File: config.mk
export PLATFORM = sky130hd
export DESIGN_NAME = spi_host_driver
export DESIGN_NICKNAME = d
export VERILOG_FILES = /design/src/rtl/spi_host_driver_pkg.sv /design/src/rtl/spi_host_driver_phase_cnt.sv /design/src/rtl/spi_host_driver.sv
export SDC_FILE = /design/constraint.sdc
export NUM_CORES = 1
export LEC_CHECK = 0
export ABC_AREA = 1
export CAP_MARGIN = 30
export CORE_UTILIZATION = 45
export CTS_CLUSTER_SIZE = 40
export DETAILED_ROUTE_END_ITERATION = 8
export GPL_TIMING_DRIVEN = 1
export PLACE_DENSITY_LB_ADDON = 0.25
export SETUP_SLACK_MARGIN = 0.15
export SYNTH_ARGS = -nofsm -noshare
export SYNTH_HDL_FRONTEND = slang
export SYNTH_HIERARCHICAL = 1
export SYNTH_SLANG_ARGS = --single-unit
File: constraint.sdc
create_clock -name clk_i -period 2 [get_ports clk_i]
set_input_delay 0.4 -clock clk_i [delete_from_list [all_inputs] [get_ports clk_i]]
set_output_delay 0.4 -clock clk_i [all_outputs]
set_load 0.01 [all_outputs]
File: src/rtl/spi_host_driver_pkg.sv
// Shared types for the SPI host driver: FSM states, mode constants
// and the phase-counter width helper.
package spi_host_driver_pkg;

  typedef enum logic [2:0] {
    StIdle,
    StSetup,
    StShift,
    StGap,
    StHold,
    StCsIdle
  } spi_host_state_e;

  // Mode 0 only, MSB first, single lane.
  localparam logic Cpol     = 1'b0;
  localparam logic Cpha     = 1'b0;
  localparam logic MsbFirst = 1'b1;

  localparam int unsigned BitCntW = 3;

  // Wide enough to hold (max timing parameter - 1) with headroom.
  function automatic int unsigned phase_cnt_w(
    input int unsigned a,
    input int unsigned b,
    input int unsigned c,
    input int unsigned d
  );
    int unsigned m;
    m = a;
    if (b > m) m = b;
    if (c > m) m = c;
    if (d > m) m = d;
    return $clog2(m) + 1;
  endfunction

endpackage

File: src/rtl/spi_host_driver_phase_cnt.sv
// Loadable down-counter; done_o is high while the count sits at zero.
// Ports: clk_i, rst_ni, load_i, load_val_i, done_o.
module spi_host_driver_phase_cnt #(
  parameter int unsigned Width = 4
) (
  input  logic             clk_i,
  input  logic             rst_ni,
  input  logic             load_i,
  input  logic [Width-1:0] load_val_i,
  output logic             done_o
);

  logic [Width-1:0] cnt_q, cnt_d;

  always_comb begin
    cnt_d = cnt_q;
    if (load_i) begin
      cnt_d = load_val_i;
    end else if (cnt_q != '0) begin
      cnt_d = cnt_q - 1'b1;
    end
  end

  always_ff @(posedge clk_i or negedge rst_ni) begin
    if (!rst_ni) begin
      cnt_q <= '0;
    end else begin
      cnt_q <= cnt_d;
    end
  end

  assign done_o = (cnt_q == '0);

endmodule

File: src/rtl/spi_host_driver.sv
// SPI mode-0 host: bytes in on tx stream, shifted-in bytes out on rx.
// Ports: tx/rx valid-ready streams, busy_o, spi_device_* pins.
module spi_host_driver
  import spi_host_driver_pkg::*;
#(
  parameter int unsigned ClkDiv   = 4,
  parameter int unsigned CsbSetup = 2,
  parameter int unsigned CsbHold  = 2,
  parameter int unsigned CsbIdle  = 4
) (
  input  logic       clk_i,
  input  logic       rst_ni,
  input  logic       tx_valid_i,
  output logic       tx_ready_o,
  input  logic [7:0] tx_data_i,
  input  logic       tx_last_i,
  output logic       rx_valid_o,
  input  logic       rx_ready_i,
  output logic [7:0] rx_data_o,
  output logic       busy_o,
  output logic       spi_device_sck_o,
  output logic       spi_device_csb_o,
  output logic       spi_device_sdi_o,
  input  logic       spi_device_sdo_i,
  input  logic       spi_device_sdo_en_i
);

  localparam int unsigned CntW =
    phase_cnt_w(ClkDiv, CsbSetup, CsbHold, CsbIdle);

  typedef logic [CntW-1:0] cnt_t;

  localparam cnt_t DivLd   = cnt_t'(ClkDiv - 1);
  localparam cnt_t SetupLd = cnt_t'(CsbSetup - 1);
  localparam cnt_t HoldLd  = cnt_t'(CsbHold - 1);
  localparam cnt_t IdleLd  = cnt_t'(CsbIdle - 1);

  spi_host_state_e state_q, state_d;

  logic               sck_q, sck_d;
  logic               csb_q, csb_d;
  logic               sdi_q, sdi_d;
  logic [7:0]         sreg_q, sreg_d;
  logic [BitCntW-1:0] bit_q, bit_d;
  logic               last_q, last_d;
  logic               rx_valid_q, rx_valid_d;
  logic [7:0]         rx_data_q, rx_data_d;
  logic               tx_ready_q, tx_ready_d;

  logic cnt_load;
  cnt_t cnt_val;
  logic cnt_done;

  logic hs;
  logic sdo_bit;
  logic sample;
  logic byte_end;

  spi_host_driver_phase_cnt #(
    .Width(CntW)
  ) u_phase_cnt (
    .clk_i     (clk_i),
    .rst_ni    (rst_ni),
    .load_i    (cnt_load),
    .load_val_i(cnt_val),
    .done_o    (cnt_done)
  );

  assign hs      = tx_valid_i & tx_ready_q;
  // Released SDO line reads as 1.
  assign sdo_bit = spi_device_sdo_en_i ? spi_device_sdo_i : 1'b1;
  // Sample on the cycle that ends a high phase (SCK falls next).
  assign sample   = (state_q == StShift) & cnt_done & sck_q;
  assign byte_end = sample & (bit_q == '0);

  always_ff @(posedge clk_i or negedge rst_ni) begin
    if (!rst_ni) begin
      state_q    <= StIdle;
      sck_q      <= Cpol;
      csb_q      <= 1'b1;
      sdi_q      <= 1'b0;
      sreg_q     <= '0;
      bit_q      <= '1;
      last_q     <= 1'b0;
      rx_valid_q <= 1'b0;
      rx_data_q  <= '0;
      tx_ready_q <= 1'b0;
    end else begin
      state_q    <= state_d;
      sck_q      <= sck_d;
      csb_q      <= csb_d;
      sdi_q      <= sdi_d;
      sreg_q     <= sreg_d;
      bit_q      <= bit_d;
      last_q     <= last_d;
      rx_valid_q <= rx_valid_d;
      rx_data_q  <= rx_data_d;
      tx_ready_q <= tx_ready_d;
    end
  end

  always_comb begin
    state_d = state_q;
    unique case (state_q)
      StIdle:   if (hs) state_d = StSetup;
      StSetup:  if (cnt_done) state_d = StShift;
      StShift: begin
        if (byte_end) state_d = last_q ? StHold : StGap;
      end
      StGap:    if (hs) state_d = StShift;
      StHold:   if (cnt_done) state_d = StCsIdle;
      StCsIdle: if (cnt_done) state_d = StIdle;
      default:  state_d = StIdle;
    endcase
  end

  always_comb begin
    sck_d     = sck_q;
    csb_d     = csb_q;
    sdi_d     = sdi_q;
    sreg_d    = sreg_q;
    bit_d     = bit_q;
    last_d    = last_q;
    rx_data_d = rx_data_q;
    cnt_load  = 1'b0;
    cnt_val   = '0;

    unique case (state_q)
      StIdle, StGap: begin
        if (hs) begin
          sreg_d   = tx_data_i;
          sdi_d    = tx_data_i[7];
          last_d   = tx_last_i;
          csb_d    = 1'b0;
          cnt_load = 1'b1;
          cnt_val  = (state_q == StIdle) ? SetupLd : DivLd;
        end
      end
      StSetup: begin
        if (cnt_done) begin
          cnt_load = 1'b1;
          cnt_val  = DivLd;
        end
      end
      StShift: begin
        if (cnt_done && !sck_q) begin
          sck_d    = 1'b1;
          cnt_load = 1'b1;
          cnt_val  = DivLd;
        end else if (sample) begin
          sck_d  = 1'b0;
          bit_d  = bit_q - 1'b1;
          sreg_d = {sreg_q[6:0], sdo_bit};
          sdi_d  = sreg_q[6];
          if (byte_end) begin
            rx_data_d = {sreg_q[6:0], sdo_bit};
            cnt_load  = last_q;
            cnt_val   = HoldLd;
          end else begin
            cnt_load = 1'b1;
            cnt_val  = DivLd;
          end
        end
      end
      StHold: begin
        if (cnt_done) begin
          csb_d    = 1'b1;
          cnt_load = 1'b1;
          cnt_val  = IdleLd;
        end
      end
      StCsIdle: begin
      end
      default: begin
      end
    endcase
  end

  always_comb begin
    rx_valid_d = rx_valid_q;
    if (rx_valid_q && rx_ready_i) rx_valid_d = 1'b0;
    if (byte_end) rx_valid_d = 1'b1;
  end

  // Based on the current state so ready reappears one cycle after
  // entering IDLE, never combinationally from rx_ready_i.
  always_comb begin
    tx_ready_d = ((state_q == StIdle) || (state_q == StGap))
                 && !rx_valid_d && !hs;
  end

  assign tx_ready_o       = tx_ready_q;
  assign rx_valid_o       = rx_valid_q;
  assign rx_data_o        = rx_data_q;
  assign busy_o           = (state_q != StIdle);
  assign spi_device_sck_o = sck_q;
  assign spi_device_csb_o = csb_q;
  assign spi_device_sdi_o = sdi_q;

endmodule

# == Yosys cells after proc, flatten, opt, wreduce, memory -nomap -nowiden ==
# Cells that the tools add are included.
# totals
regBits,30
inputBits,15
# op_classes
add_sub_neg,2
n_eq_ne,14
muxes,39
bitwise,5
n_reduce_logical,26
# op_table
cell,count
$mux 3,9
$mux 7,3
$ne 2x2->1 const B,9
$pmux 3 s6,1
$mux 1,15
$pmux 7 s2,1
$mux 2,6
$logic_not 3->1,3
$reduce_and 4->1,2
$reduce_bool 2->1,4
$eq 3x2->1 const B,2
$eq 3x3->1 const B,2
$pmux 2 s3,1
$reduce_and 3->1,2
$reduce_and 6->1,1
$reduce_bool 3->1,2
$sub 3x1->3 const B,2
$and 1x1->1,4
$logic_and 1x1->1,4
$pmux 1 s2,2
$reduce_and 2->1,2
$reduce_or 2->1,2
$eq 3x1->1 const B,1
$logic_not 1->1,3
other kinds (3),3

# == Logic depth before layout (Yosys ltp) ==
# Gate-level depths: netlist of the first run.
# logic_depth
word_depth,9
mapped_depth,12
mapped_depth_nobuf,12

# == By module ==
# The synthesis of the first run kept the hierarchy.
# by_module_without_submodules
module,n_inst,cells_each,area_each_um2,seq_area_each_um2
spi_host_driver,1,180,1467.7,680.7
spi_host_driver_phase_cnt,1,32,207.7,75.1

# == Worst setup path before layout of the first run ==
# OpenSTA, ideal clock, no wires.
# synth_timing
kind,reg-to-reg
start,register u_phase_cnt.cnt_q[0]
end,register u_phase_cnt.cnt_q[1]
t_arrival_ps,1635
path_slack_ps,248
path_stages_with_launch,12
synth_period_minus_slack_ps,1752
cell_sequence,dfrtp_1 inv_1 ha_1 inv_1 nor2_2 inv_1 nor2_8 o21ai_1 nand3_1 o21ai_0 nand2_1 nand2_1
# synth_via
elab_chain_cells,9
word_cells_on_any_way,20
# synth_rtl
element,line,text
"start, declared",spi_host_driver_phase_cnt.sv:13,"logic [Width-1:0] cnt_q, cnt_d;"
"start signal, assigned",spi_host_driver_phase_cnt.sv:28,cnt_q <= cnt_d;
$logic_not 3->1 (*),spi_host_driver_phase_cnt.sv:32,assign done_o = (cnt_q == '0);
named net cnt_done,spi_host_driver.sv:52,logic cnt_done;
$and 1x1->1 (2 in a row),spi_host_driver.sv:73,assign sample = (state_q == StShift) & cnt_done & sck_q;
$and 1x1->1,spi_host_driver.sv:74,assign byte_end = sample & (bit_q == '0);
$mux 1,spi_host_driver.sv:155,if (byte_end) begin
$mux 1,spi_host_driver.sv:150,end else if (sample) begin
$mux 1,spi_host_driver.sv:146,if (cnt_done && !sck_q) begin
$pmux 1 s3 (*),spi_host_driver.sv:128,unique case (state_q)
named net cnt_load,spi_host_driver.sv:50,logic cnt_load;
$mux 3 or $reduce_bool 2->1 (tied branches),-,
# Mark *: on every way through the listed nets, which the timed path passes. The rest lies on a longest branch. The select of a mux whose other input is x is not followed.
# A chain may end at the register's enable or synchronous reset.

# == Final worst setup path of the first run ==
# layout_timing
start,"register sck_q, in the netlist spi_device_sck_o"
end,output spi_device_sck_o
# layout_rtl
element,line,text
"start, declared",spi_host_driver.sv:40,"logic sck_q, sck_d;"
"start signal, assigned",spi_host_driver.sv:79,sck_q <= Cpol;
"start signal, assigned",spi_host_driver.sv:90,sck_q <= sck_d;
"end, declared",spi_host_driver.sv:21,"output logic spi_device_sck_o,"
# No word-level cell between the ends.

==> flow_metrics.env, run 1 <==
export IMPL_setup_tns_final_ns=0
export IMPL_synth_top_cell_by_area="dfrtp_1"
export IMPL_post_cts_setup_buffers=0
export IMPL_r2r_slack_ns=0.33
export IMPL_gp_congestion=0.818
export IMPL_worst_path_max_delay_cell="clkdlybuf4s50_1"
export IMPL_powerDensity_nw_per_um2=1630
export IMPL_grt_max_degree=31
export IMPL_synth_area_leaders="dfrtp_1, nand2_1, dfstp_2"
export IMPL_drv_cap=0
export IMPL_clock_sinks=30
export IMPL_dp_hpwl_um=2400
export IMPL_setup_slack_ns=0.208
export IMPL_die_x_um=63.0
export IMPL_synth_nets=231
export IMPL_p_leak_nw=1.07
export IMPL_core_area_sq_um=3440
export IMPL_start_util=0.487
export IMPL_dpl_cell_area_sq_um=1980
export IMPL_grt_antenna_before_repair=0
export IMPL_irDropWorstVdd_v=0.000610
export IMPL_postSynthAreaPerCell_sq_um=7.90
export IMPL_finalSetupViolCount=0
export IMPL_finClkSkew_ns=0.00281
export IMPL_fmax_ghz=0.558
export IMPL_area_growth_pct=25.0
export IMPL_wl_um=3300
export IMPL_crit_chain="clkdlybuf4s50_1"
export IMPL_syn_area_sq_um=1680
export IMPL_clk_latency_ns=0.28
export IMPL_drtPass1Iterations=6
export IMPL_worst_path_max_fanout=5
export IMPL_overflow=0
export IMPL_post_drt_wl_per_cell_um=11.3
export IMPL_path_clk_slew_ns=0.06
export IMPL_slowest_delay_ns=0.60
export IMPL_path_delay_family="buffers and inverters"
export IMPL_fp_row_count=21
export IMPL_stdcell_count=291
export IMPL_cts_made_buffers=5
export IMPL_die_area_sq_um=3970
export IMPL_worstSetupPathType="reg2out"
export IMPL_cts_tree="yes"
export IMPL_n_fill_cell=308
export IMPL_worstPathBufferInverterCount=1
export IMPL_hold_viol_final=0
export IMPL_worstPathArrival_ns=1.39
export IMPL_fp_dieH_um=63.0
export IMPL_fin_area_sq_um=2090
export IMPL_io_buffers=28
export IMPL_drive_gt1_frac=0.135
export IMPL_cp_end_kind="primary output"
export IMPL_synthCells=212
export IMPL_yosysWarnings=6
export IMPL_multi_input_comb_area_sq_um=821
export IMPL_hold_buffers=0
export IMPL_root_buffer="clkbuf_8"
export IMPL_grt_pass1_vias=1324
export IMPL_rsz0062_at_grt="no"
export IMPL_post_route_period_util=0.896
export IMPL_ant_nets=0
export IMPL_antenna_cells=0
export IMPL_hold_slack_ns=0.469
export IMPL_viasPerCell=4.86
export IMPL_drt_iter0_markers=66
export IMPL_synth_cell_types=29
export IMPL_vias=1413
export IMPL_crit_path_start_kind="flip-flop"
export IMPL_ys_seq_elements=30
export IMPL_place_ws_ns=0.140
export IMPL_drc=0
export IMPL_dp_cells=283
export IMPL_cp_required_ns=1.60
export IMPL_seqCellArea_sq_um=758
export IMPL_nets=263
export IMPL_hold_path_class="reg2reg"
export IMPL_synth_top_area_frac=0.388
export IMPL_drv_slew=0
export IMPL_ios=29
export IMPL_min_period_ns=1.79
export IMPL_grt_use_total=0.190
export IMPL_grt_pass1_wl_um=5900
export IMPL_status="complete, no violations"
export IMPL_synth_seq_area_share=0.451
export IMPL_clock_path_buffers=2
export IMPL_ctsHtreeMaxLevel=2
[cell families after synthesis]
group | share of synthesized area
DFF | 0.451
buffers and inverters | 0.0680
xor gates and xnor gates | 0.0157
and+or+nand+nor | 0.341
other | 0.00224
adders and majority gates | 0.0299
AOI/OAI and AO/OA | 0.0919
[through the flow]
step / power (W) / util
after global placement: 0.00285 / 0.577
after detailed placement: 0.00288 / 0.577
final: 0.00341 / 0.609
after global routing: 0.00374 / 0.609
after floorplan: 0.00242 / -
after CTS: 0.00340 / 0.605
[registers in the layout (all words and copies together), names as in the netlist]
signal / flops
last_q: 1
state_q: 3
tx_ready_o: 1
spi_device_sck_o: 1
u_phase_cnt/cnt_q: 3
rx_data_o: 8
sreg_q: 7
spi_device_sdi_o: 1
spi_device_csb_o: 1
rx_valid_o: 1
bit_q: 3
[per-layer routing]
metal  vias up  track usage  share of wire
met5         -            0              0
met4         0       0.0785          0.019
met3         7       0.0383          0.040
met2        28        0.292           0.46
met1       637        0.260           0.48
li1        741            -              -
[worst min-delay path: stages (launching register included)]
cell	delay [ns]
dfstp_2	0.36
nand2_1	0.05
o21ai_1	0.05
[area by class of cell]
cell class | count | share of cell area
clock inverter | 1 | 0.00239
clock buffer | 7 | 0.0412
timing repair buffer | 30 | 0.140
inverter | 18 | 0.0346
sequential | 30 | 0.362
multi-input combinational | 159 | 0.392
tap | 46 | 0.0275
[Yosys cell counts (all sizes together)]
| library cell | number |
|---|---|
| inv | 18 |
| a21oi | 1 |
| o21a | 1 |
| buf | 5 |
| o22ai | 1 |
| dfrtp | 26 |
| o21bai | 1 |
| xnor2 | 1 |
| ha | 4 |
| xor2 | 2 |
| nand3 | 16 |
| nand2 | 98 |
| nand4 | 3 |
| conb | 1 |
| nor2 | 9 |
| o21ai | 19 |
| o211ai | 2 |
| dfstp | 4 |
[power by group]
part	leakage, nW	internal, W	switching [W]
registers	0.369	0.000892	0.000227
logic	0.650	0.000695	0.00110
clock network	0.0482	0.000277	0.000218
[worst paths after layout]
check / start / cells after the start / to
max: spi_device_sck_o$_DFFE_PN0P_ / 1 / spi_device_sck_o
min in group asynchronous: rst_ni / 2 / rx_valid_o$_DFF_PN0_
min: bit_q[1]$_DFFE_PN1P_ / 2 / bit_q[1]$_DFFE_PN1P_
max in group asynchronous: rst_ni / 2 / bit_q[2]$_DFFE_PN1P_
min reg2reg: bit_q[1]$_DFFE_PN1P_ / 2 / bit_q[1]$_DFFE_PN1P_
max reg2reg: u_phase_cnt/cnt_q[0]$_DFFE_PN0P_ / 12 / sreg_q[2]$_DFFE_PN0P_
[cell usage in the layout, fill, tap and decap left out, types with 3 or more instances in the layout]
| cell type | synthesis | final |
|---|---|---|
| nand4_1 | 3 | 3 |
| nand2_4 | 3 | 4 |
| inv_1 | 15 | 14 |
| nand3_1 | 15 | 14 |
| nor2_1 | 5 | 5 |
| clkdlybuf4s50_1 | 0 | 27 |
| ha_1 | 4 | 4 |
| dfrtp_1 | 26 | 24 |
| nand2_1 | 92 | 92 |
| o21ai_1 | 11 | 11 |
| clkbuf_8 | 0 | 6 |
| dfstp_2 | 4 | 4 |
| o21ai_0 | 7 | 7 |
[what timing repair did]
action                                  CTS  global route
gates cloned                              0             0
resized for setup                         4             4
endpoints found under the setup margin    1             9
(Power assumes the default switching activity.)
==> run 2, diff against run 1 <==
Settings changed: CAP_MARGIN 30 to unset.
==> results of run 2 <==
No change in the layout: final DEF, timing and power equal those of run 1.
==> run 3, diff against run 2 <==
Settings changed: CAP_MARGIN set to 20, SYNTH_HIERARCHICAL 1 to unset.
==> flow_metrics.env, run 3 <==
export IMPL_ys_seq_elements=30
export IMPL_dp_cells=276
export IMPL_status="complete, no violations"
export IMPL_worstPathBufferInverterCount=1
export IMPL_die_x_um=62.0
export IMPL_worstPathArrival_ns=1.38
export IMPL_finalPower_w=0.00278
export IMPL_yosysWarnings=0
export IMPL_post_route_period_util=0.889
export IMPL_die_area_sq_um=3850
export IMPL_worst_path_max_fanout=2
export IMPL_seqCellArea_sq_um=759
export IMPL_gp_congestion=0.895
export IMPL_fmax_ghz=0.563
export IMPL_drv_cap=0
export IMPL_layout_common_cells="nand2_1, clkdlybuf4s50_1, dfrtp_1, nand3_1, inv_1"
export IMPL_p_leak_nw=1.04
export IMPL_finClkSkew_ns=0.00522
export IMPL_synth_top_cell_by_area="dfrtp_1"
export IMPL_worstSetupPathType="reg2out"
export IMPL_vias=1423
export IMPL_fp_dieH_um=62.0
export IMPL_grt_max_degree=31
export IMPL_slew_headroom=0.750
export IMPL_synthCells=202
export IMPL_post_drt_wl_per_cell_um=11.4
export IMPL_ant_nets=0
export IMPL_slowest_delay_ns=0.53
export IMPL_async_reset_ff_frac=1.00
export IMPL_clk_latency_ns=0.33
export IMPL_drv_slew=0
export IMPL_synth_cell_types=23
export IMPL_root_buffer="clkbuf_4"
export IMPL_final_common_cell="nand2_1"
export IMPL_r2r_slack_ns=0.36
export IMPL_yosysMostFrequentCell="nand2_1"
export IMPL_postSynthAreaPerCell_sq_um=8.03
export IMPL_rsz0062_at_grt="no"
export IMPL_area_growth_pct=26.1
export IMPL_clock_path_buffers=2
export IMPL_cts_tree="yes"
export IMPL_largest_reg_flops=8
export IMPL_wl_um=3260
export IMPL_cts_made_buffers=5
export IMPL_setup_slack_ns=0.222
export IMPL_cp_required_ns=1.60
export IMPL_multi_input_comb_area_sq_um=761
export IMPL_r2r_start="u_phase_cnt.cnt_q[0]$_DFFE_PN0P_"
export IMPL_cp_startpoint="spi_device_csb_o$_DFFE_PN1P_"
export IMPL_finalSetupViolCount=0
export IMPL_powerDensity_nw_per_um2=1360
export IMPL_ys_flop_type="dfrtp_1"
export IMPL_syn_area_sq_um=1620
export IMPL_drtPass1Iterations=5
export IMPL_crit_chain="clkdlybuf4s50_1"
export IMPL_worst_pin_slew_ns=0.374
export IMPL_crit_path_start_kind="flip-flop"
export IMPL_synth_top_area_frac=0.401
export IMPL_dp_hpwl_um=2360
export IMPL_grt_pass1_vias=1185
export IMPL_stdcell_count=286
export IMPL_crit_path_end="spi_device_csb_o"
export IMPL_grt_antenna_before_repair=0
export IMPL_worst_path_max_delay_cell="dfstp_2"
export IMPL_core_area_sq_um=3390
export IMPL_hold_path_class="in2async"
export IMPL_synth_edf_count=0
export IMPL_antenna_cells=0
export IMPL_grt_pass1_wl_um=5240
export IMPL_min_period_ns=1.78
export IMPL_path_delay_family="flip-flops"
export IMPL_synth_seq_area_share=0.466
export IMPL_start_util=0.478
export IMPL_drt_iter0_markers=80
export IMPL_reg2reg_depth=9
export IMPL_worst_r2r_endpoint="sreg_q[6]$_DFFE_PN0P_"
export IMPL_ctsHtreeMaxLevel=2
export IMPL_grt_use_total=0.192
export IMPL_drive_gt1_frac=0.163
export IMPL_path_clk_slew_ns=0.10
export IMPL_place_ws_ns=0.312
export IMPL_ios=29
export IMPL_clock_sinks=30
export IMPL_drc=0
export IMPL_viasPerCell=4.98
export IMPL_overflow=0
export IMPL_cp_end_kind="primary output"
export IMPL_synth_commonest_cells="nand2_1, dfrtp_1, nand3_1"
export IMPL_worst_path_stages=1
export IMPL_nets=258
export IMPL_fp_row_count=21
export IMPL_n_fill_cell=299
export IMPL_synth_nets=221
export IMPL_irDropWorstVdd_v=0.000889
export IMPL_synth_area_leaders="dfrtp_1, nand2_1, dfstp_2"
export IMPL_hold_viol_final=0
export IMPL_setup_tns_final_ns=0
export IMPL_io_buffers=28
-- run 3: worst min-delay path by stage --
stage | from | to | cells after the start
after floorplan | rst_ni | last_q$_DFFE_PN0P_ | 0
after global placement | spi_device_sdi_o$_DFFE_PN0P_ | spi_device_sdi_o$_DFFE_PN0P_ | 2
after detailed placement | spi_device_sdi_o$_DFFE_PN0P_ | spi_device_sdi_o$_DFFE_PN0P_ | 2
after CTS | rst_ni | rx_data_o[1]$_DFFE_PN0P_ | 2
after global routing | rst_ni | rx_data_o[2]$_DFFE_PN0P_ | 2
final | rst_ni | rx_data_o[5]$_DFFE_PN0P_ | 2
-- run 3: area by class of cell --
type | count | share of cell area
clock buffer | 6 | 0.0251
clock inverter | 2 | 0.00612
sequential | 30 | 0.371
timing repair buffer | 35 | 0.162
inverter | 19 | 0.0349
tap | 46 | 0.0282
multi-input combinational | 148 | 0.372
-- run 3: worst reg2reg max path, cell delays in order (launching register included) --
cell	delay, ns
dfrtp_1	0.37
inv_1	0.05
ha_1	0.19
ha_2	0.21
nand2_1	0.09
nor2_1	0.07
nor2_4	0.19
nand3_2	0.20
nand2_1	0.10
nand2_1	0.06
-- run 3: where the power goes --
part / internal, W / switching, W
Combinational: 0.000553 / 0.000893
Sequential: 0.000812 / 0.000148
Clock: 0.000169 / 0.000208
-- run 3: cells by family (layout without fill, tap and decap cells) --
kind of cell	after synthesis	count (layout)	share of synthesized area
AOI/OAI and AO/OA	20	20	0.0656
xor gates and xnor gates	3	3	0.0162
adders and majority gates	4	4	0.0309
buffers and inverters	24	62	0.0718
DFF	30	30	0.466
and+or+nand+nor	121	121	0.350
-- run 3: what timing repair did --
| item | in CTS | in global routing |
|---|---|---|
| resized for setup | 4 | 3 |
| hold buffers | 0 | 0 |
| endpoints found under the setup margin | 1 | 9 |
| buffers inserted | 2 | 0 |
-- run 3: metrics by stage --
stage	utilization	instance area, sq um	hold WS (ns)
after floorplan	-	1620	0.104
after global placement	0.576	1950	0.462
after detailed placement	0.576	1950	0.462
after CTS	0.601	2040	0.456
after global routing	0.603	2040	0.450
final	0.603	2040	0.455
-- run 3: per-layer routing --
metal  routed length (um)  GRT usage
met5                    0          0
met1                 1610      0.273
met4                   19     0.0476
met2                 1440      0.274
met3                  185     0.0745
